## src/rtl/starfield_ctrl.sv

```systemverilog
// starfield_ctrl: frame-aligned sequencer and compositor
// for three starfield layers (0 nearest, 2 farthest).
module starfield_ctrl #(
  parameter int         SHIFT1   = 1,
  parameter int         SHIFT2   = 2,
  parameter logic [2:0] MASK_RST = 3'b111
) (
  input  logic        clk,
  input  logic        rst_n,
  input  logic        pix_en,
  input  logic        frame_start,
  input  logic        cmd_valid,
  output logic        cmd_ready,
  input  logic [1:0]  cmd_op,
  input  logic [2:0]  cmd_data,
  input  logic [2:0]  sf_on,
  input  logic [23:0] sf_star,
  output logic [2:0]  sf_en,
  output logic [2:0]  sf_rst,
  output logic [1:0]  state_o,
  output logic        star_on,
  output logic [7:0]  star
);

  typedef enum logic [1:0] {
    S_IDLE  = 2'd0,
    S_RUN   = 2'd1,
    S_PAUSE = 2'd2
  } state_t;

  typedef enum logic [1:0] {
    OP_RUN  = 2'd0,
    OP_PAU  = 2'd1,
    OP_RST  = 2'd2,
    OP_MASK = 2'd3
  } op_t;

  state_t     r_state;
  logic       r_pend;
  op_t        r_op;
  logic [2:0] r_data;
  logic [2:0] r_mask;
  logic       r_star_on;
  logic [7:0] r_star;

  logic       w_exec;
  logic       w_do_run;
  logic       w_do_pau;
  logic       w_do_rst;
  logic       w_live;
  logic       w_accept;
  logic [2:0] w_cand;
  logic       w_on;
  logic [7:0] w_pix;

  // a pending command only fires on a frame_start after its accept
  assign w_exec   = r_pend & frame_start;
  assign w_do_run = w_exec & (r_op == OP_RUN);
  assign w_do_pau = w_exec & (r_op == OP_PAU);
  assign w_do_rst = w_exec & (r_op == OP_RST);

  // layers count this pixel only when effectively running now
  assign w_live =
    ((r_state == S_RUN) & ~w_do_pau & ~w_do_rst) |
    ((r_state == S_PAUSE) & w_do_run);

  assign cmd_ready = (r_state != S_IDLE) & ~r_pend;
  assign w_accept  = cmd_valid & cmd_ready;

  assign sf_en   = {3{pix_en & w_live}};
  assign sf_rst  = {3{(r_state == S_IDLE) | w_do_rst}};
  assign state_o = r_state;
  assign star_on = r_star_on;
  assign star    = r_star;

  // state, pending command slot and layer mask
  always_ff @(posedge clk or negedge rst_n) begin
    if (!rst_n) begin
      r_state <= S_IDLE;
      r_pend  <= 1'b0;
      r_op    <= OP_RUN;
      r_data  <= 3'b000;
      r_mask  <= MASK_RST;
    end else begin
      if (w_accept) begin
        r_pend <= 1'b1;
        r_op   <= op_t'(cmd_op);
        r_data <= cmd_data;
      end else if (w_exec) begin
        r_pend <= 1'b0;
      end
      unique case (r_state)
        S_IDLE: begin
          if (frame_start) r_state <= S_RUN;
        end
        S_RUN, S_PAUSE: begin
          if (w_exec) begin
            unique case (r_op)
              OP_RUN:  r_state <= S_RUN;
              OP_PAU:  r_state <= S_PAUSE;
              OP_RST:  r_state <= S_RUN;
              OP_MASK: r_mask  <= r_data;
              default: r_state <= r_state;
            endcase
          end
        end
        default: r_state <= S_IDLE;
      endcase
    end
  end

  // nearest visible layer wins; farther layers are dimmed
  assign w_cand = sf_on & r_mask & {3{r_state == S_RUN}};

  // priority select of the composite pixel
  always_comb begin
    w_on  = 1'b0;
    w_pix = 8'h00;
    if (w_cand[0]) begin
      w_on  = 1'b1;
      w_pix = sf_star[7:0];
    end else if (w_cand[1]) begin
      w_on  = 1'b1;
      w_pix = sf_star[15:8] >> SHIFT1;
    end else if (w_cand[2]) begin
      w_on  = 1'b1;
      w_pix = sf_star[23:16] >> SHIFT2;
    end
  end

  // composite output register, one clock of latency
  always_ff @(posedge clk or negedge rst_n) begin
    if (!rst_n) begin
      r_star_on <= 1'b0;
      r_star    <= 8'h00;
    end else begin
      r_star_on <= w_on;
      r_star    <= w_pix;
    end
  end

endmodule
```

## config.mk

```make
export PLATFORM = sky130hd
export DESIGN_NAME = starfield_ctrl
export DESIGN_NICKNAME = d
export VERILOG_FILES = /design/src/rtl/starfield_ctrl.sv
export SDC_FILE = /design/constraint.sdc
export NUM_CORES = 1
export LEC_CHECK = 0
export BUFFER_PORTS_ARGS = -buffer_cell sky130_fd_sc_hd__buf_4
export CORE_MARGIN = 2
export CORE_UTILIZATION = 49
export CTS_BUF_LIST = sky130_fd_sc_hd__clkbuf_2 sky130_fd_sc_hd__clkbuf_4 sky130_fd_sc_hd__clkbuf_8
export DETAILED_ROUTE_END_ITERATION = 10
export GPL_TIMING_DRIVEN = 1
export PLACE_DENSITY = 0.84
export SYNTH_ARGS = -nofsm -noshare
export SYNTH_HDL_FRONTEND = slang
export SYNTH_SLANG_ARGS = --single-unit
```

## constraint.sdc

```tcl
create_clock -name clk -period 2.8 [get_ports clk]
set_clock_uncertainty 0.15 [all_clocks]
set_input_delay 0.56 -clock clk [delete_from_list [all_inputs] [get_ports clk]]
set_output_delay 0.56 -clock clk [all_outputs]
set_load 0.03 [all_outputs]
```

## Word-level counts from Yosys, hierarchy flattened

Index checks and enable logic that the tools add are counted.

| word-level totals | value |
|---|---|
| flip-flop bits (word level) | 20 |
| input port bits | 37 |
| output and inout port bits | 18 |
| logic and storage cells | 52 |

| operators by class | value |
|---|---|
| equal/unequal tests | 8 |
| multiplexer cells | 12 |
| bitwise logic cells | 17 |
| reductions and logical operators | 8 |

Operators by type and width:

| operator | count |
|---|---|
| $and 1x1->1 | 10 |
| $mux 8 | 1 |
| $pmux 2 s2 | 2 |
| $mux 7 | 1 |
| $and 3x3->3 | 2 |
| $eq 2x2->1 const B | 3 |
| $mux 6 | 1 |
| $reduce_and 3->1 | 2 |
| $mux 1 | 5 |
| $eq 2x1->1 const B | 2 |
| $logic_not 2->1 | 2 |
| $mux 2 | 2 |
| $ne 2x2->1 const B | 2 |
| $reduce_bool 2->1 | 2 |
| $reduce_or 2->1 | 2 |
| $ne 3x3->1 const B | 1 |
| $not 1->1 | 3 |
| $or 1x1->1 | 2 |

## Depth between registers and ports, before layout

| logic depth | value |
|---|---|
| word-level depth | 7 |
| depth in mapped cells | 6 |
| mapped depth without buffers | 5 |

## Worst setup path before layout

Ideal clock, no wire load.

| path | value |
|---|---|
| kind | reg-to-output |
| start | reg r_state[1], in the netlist state_o[1] |
| end | out sf_en[1] |
| data arrival time | 1.702 ns |
| data required time | 2.090 ns |
| slack | 0.388 ns |
| cell stages (with the launch flop) | 7 |
| buffers on the path | 1 |
| cell sequence | dfrtp_1 inv_1 ha_1 inv_1 a31oi_1 o21a_1 buf_4 |

| between the ends | value |
|---|---|
| longest elaborated chain between the ends | 5 |
| elaborated cells between the ends (all ways) | 7 |
| classes of those cells | 2 x eq/ne; 5 x bitwise |

Ends and longest elaborated chain:

| what | RTL line | text |
|---|---|---|
| start, declared | 38 | `state_t r_state;` |
| start signal, assigned | 103 | `default: r_state <= r_state;` |
| $eq 2x1->1 | 64 | `((r_state == S_RUN) & ~w_do_pau & ~w_do_rst) \|` |
| $and 1x1->1 (2 in series) | 64 |  |
| $or 1x1->1 (*) | 64 |  |
| $and 1x1->1 (*) | 70 | `assign sf_en = {3{pix_en & w_live}};` |
| end, declared | 18 | `output logic [2:0] sf_en,` |

Every way passes the cells marked *; elsewhere a longest branch is shown, timed or not.

## Final worst setup path

Ends and elaborated chain as after synthesis.

==> impl_metrics.ini <==
[logic_synthesis]
synth_seq_cells = 20
synthesis.nets = 127
syn_area_per_cell_um2 = 11.9
syn-cell-area_mm2 = 0.00102
yosysWarnings = 0
ys_types = 29
ys_seq_area_share_pct = 49.3
synth_cells = 86

[sta]
setup_tns_ns = 0
worstMarginPinSlew_ns = 0.395
finalMaxSlewViolations = 0
hold_violations = 0
slew_headroom_pct = 73.5
period_minus_slack_ns = 2.56
setup_viol = 0
timing.fmax_ghz = 0.391
rsz0062_at_grt = no
period_share_pct = 91.4

[critical_path]
critical_path_class = flip-flop to primary output
crit_arrival_ns = 1.85
path_max_fanout = 9
crit_required_ns = 2.09
start_kind = flip-flop
worstSetupEndpointType = primary output

[place]
hpwl_um = 1910
place_area_mm2 = 0.00140
place.gp.congestion = 0.763
io_buffers = 51

[clocking]
cts_max_path_buffers = 2
path_clk_slew_ns = 0.12
cts_root_buf = clkbuf_4
ctsHtreeMaxLevel = 1
cts_made_buffers = 3
cts_tree = yes
post_cts_buffers = 0
clkSinkCount = 20
clk_latency_ns = 0.30

[floorplanning]
die_area_mm2 = 0.00247
start_util_pct = 52.2
placementRows = 16
ios = 55
die_h_um = 49.7
die_w_um = 49.7
core_area_mm2 = 0.00196

[layout]
multi_input_area_um2 = 457
final_common_cell = buf_4
syn_to_final_growth_pct = 40.7
antenna_cells = 0
most-common-layout-cells = buf_4, dfrtp_1, nand2_1, and3_1
drive_gt1_share_pct = 50.7
nets = 178
ff_latch_area_um2 = 504
fin_area_mm2 = 0.00144
fillCellCount = 155

[drt]
wl_met3_um = 152
viasPerCell = 5.27
wl_met2_um = 1260
drc_errors = 0
avgRoutedWirePerCell_um = 14.8
firstDrtPassIters = 4
num_vias = 859
routed_wl_um = 2420
top_layer = met4
drt_iter0_drc = 16
wl_met1_um = 941
drtAntennaViolNets = 0

[global_route]
grt_use_total_pct = 22.0
grt_pass1_vias = 915
grt_start_max_net_pins = 21
antenna_found_initial = 0
grt_overflow = 0
grt_first_pass_wirelength_um = 4080

[pwr]
p_leak_nw = 0.777
ir_worst_vdd_v = 0.000823
cellPowerDensity_mw_per_mm2 = 1010
power_mw = 1.46

[job]
maxCapViolCount = 0

[outcome]
outcome = finished, final reports clean

[worst_hold_path]
hold_path_class = primary input to flip-flop
[timing repair]
action,4_1_cts,5_1_grt
setup endpoints to repair,0,0
gates resized for setup,0,0
endpoints found under the hold margin,17,0
hold buffers,1,0
[stage by stage]
step | cells | hold WS, ns | utilization, % | setup slack, ns
finish | 163 | 0.330 | 73.4 | 0.239
global route | 163 | 0.317 | 73.4 | 0.110
CTS | 163 | 0.323 | 73.4 | 0.208
detailed placement | 158 | 0.302 | 71.4 | 0.567
global placement | 158 | 0.297 | 71.4 | 0.612
floorplan | 86 | 0.114 | - | 0.388
[routing by layer]
layer  vias up  track usage (%)
met5         -                0
li1        409                -
met1       405             25.0
met2        39             38.4
met3         6             3.94
met4         0             12.5
[final timing paths]
kind | from | to | slack (ns) | cells past startpoint
min in group asynchronous | rst_n | star[0] | 0.50 | 2
setup / recovery | state_o[1] | sf_en[1] | 0.24 | 6
setup reg to reg | state_o[1] | star[3] | 0.87 | 5
hold / removal | sf_star[23] | star[5] | 0.33 | 2
max in group asynchronous | rst_n | r_mask[1] | 1.71 | 2
hold reg to reg | r_data[0] | r_mask[0] | 0.37 | 1
[critical path, stage by stage, from the launching register on]
cell and delay (ns):
dfrtp_1 0.43, inv_1 0.11, ha_1 0.29, inv_1 0.18, a31oi_1 0.19, o21a_1 0.17
buf_4 0.17
[synth_stat cells]
cell type | count | share of area (%)
a21o_1 | 1 | 0.73
buf_4 | 4 | 2.9
nor3_2 | 1 | 0.98
a31oi_1 | 3 | 1.8
and2_1 | 2 | 1.2
inv_1 | 6 | 2.2
and3_1 | 7 | 4.3
a41o_1 | 1 | 0.98
dfrtp_1 | 17 | 42
mux2_4 | 3 | 4.4
clkbuf_2 | 1 | 0.49
nor2b_1 | 1 | 0.61
nand4_1 | 1 | 0.61
nor2_1 | 1 | 0.37
mux2_2 | 5 | 5.5
dfstp_2 | 3 | 7.7
nand2_1 | 7 | 2.6
nor3_1 | 1 | 0.49
a221o_1 | 6 | 5.9
nor4b_4 | 1 | 2.3
o21ai_0 | 1 | 0.49
or3_4 | 1 | 1.1
o21a_1 | 1 | 0.73
a21oi_1 | 1 | 0.49
o21bai_1 | 2 | 1.5
ha_1 | 4 | 4.9
a21boi_0 | 1 | 0.73
buf_2 | 1 | 0.49
mux2i_1 | 2 | 2.0
[where the power goes]
group	leakage (nW)	internal [mW]	switching [mW]	total, mW
Sequential	0.250	0.409	0.0868	0.496
Combinational	0.508	0.351	0.462	0.813
Clock	0.0184	0.0651	0.0865	0.152
[cell type report]
cell class / instances / area share (%)
timing repair buffer: 52 / 27.3
multi-input combinational: 54 / 31.7
clock buffer: 4 / 2.09
tap: 27 / 2.35
inverter: 6 / 1.56
sequential: 20 / 35.0
[flip-flops by register name (all words and copies together) (netlist names)]
| signal | cells |
|---|---|
| star_on | 1 |
| r_op | 2 |
| star | 8 |
| r_data | 3 |
| state_o | 2 |
| r_pend | 1 |
| r_mask | 3 |
[kinds of logic (layout without fill, tap and decap cells)]
logic type               count (synthesis)  after routing  synth area share, %
adder cells (fa/ha/maj)                  4              4                 4.89
AO/OA/AOI/OAI                           17             17                 13.3
buffers and inverters                   12             62                 6.11
multiplexers                            10             10                 11.9
AND/OR/NAND/NOR                         23             23                 14.5
flip-flops                              20             20                 49.3
No activity file was read; power rests on OpenSTA's default activity.
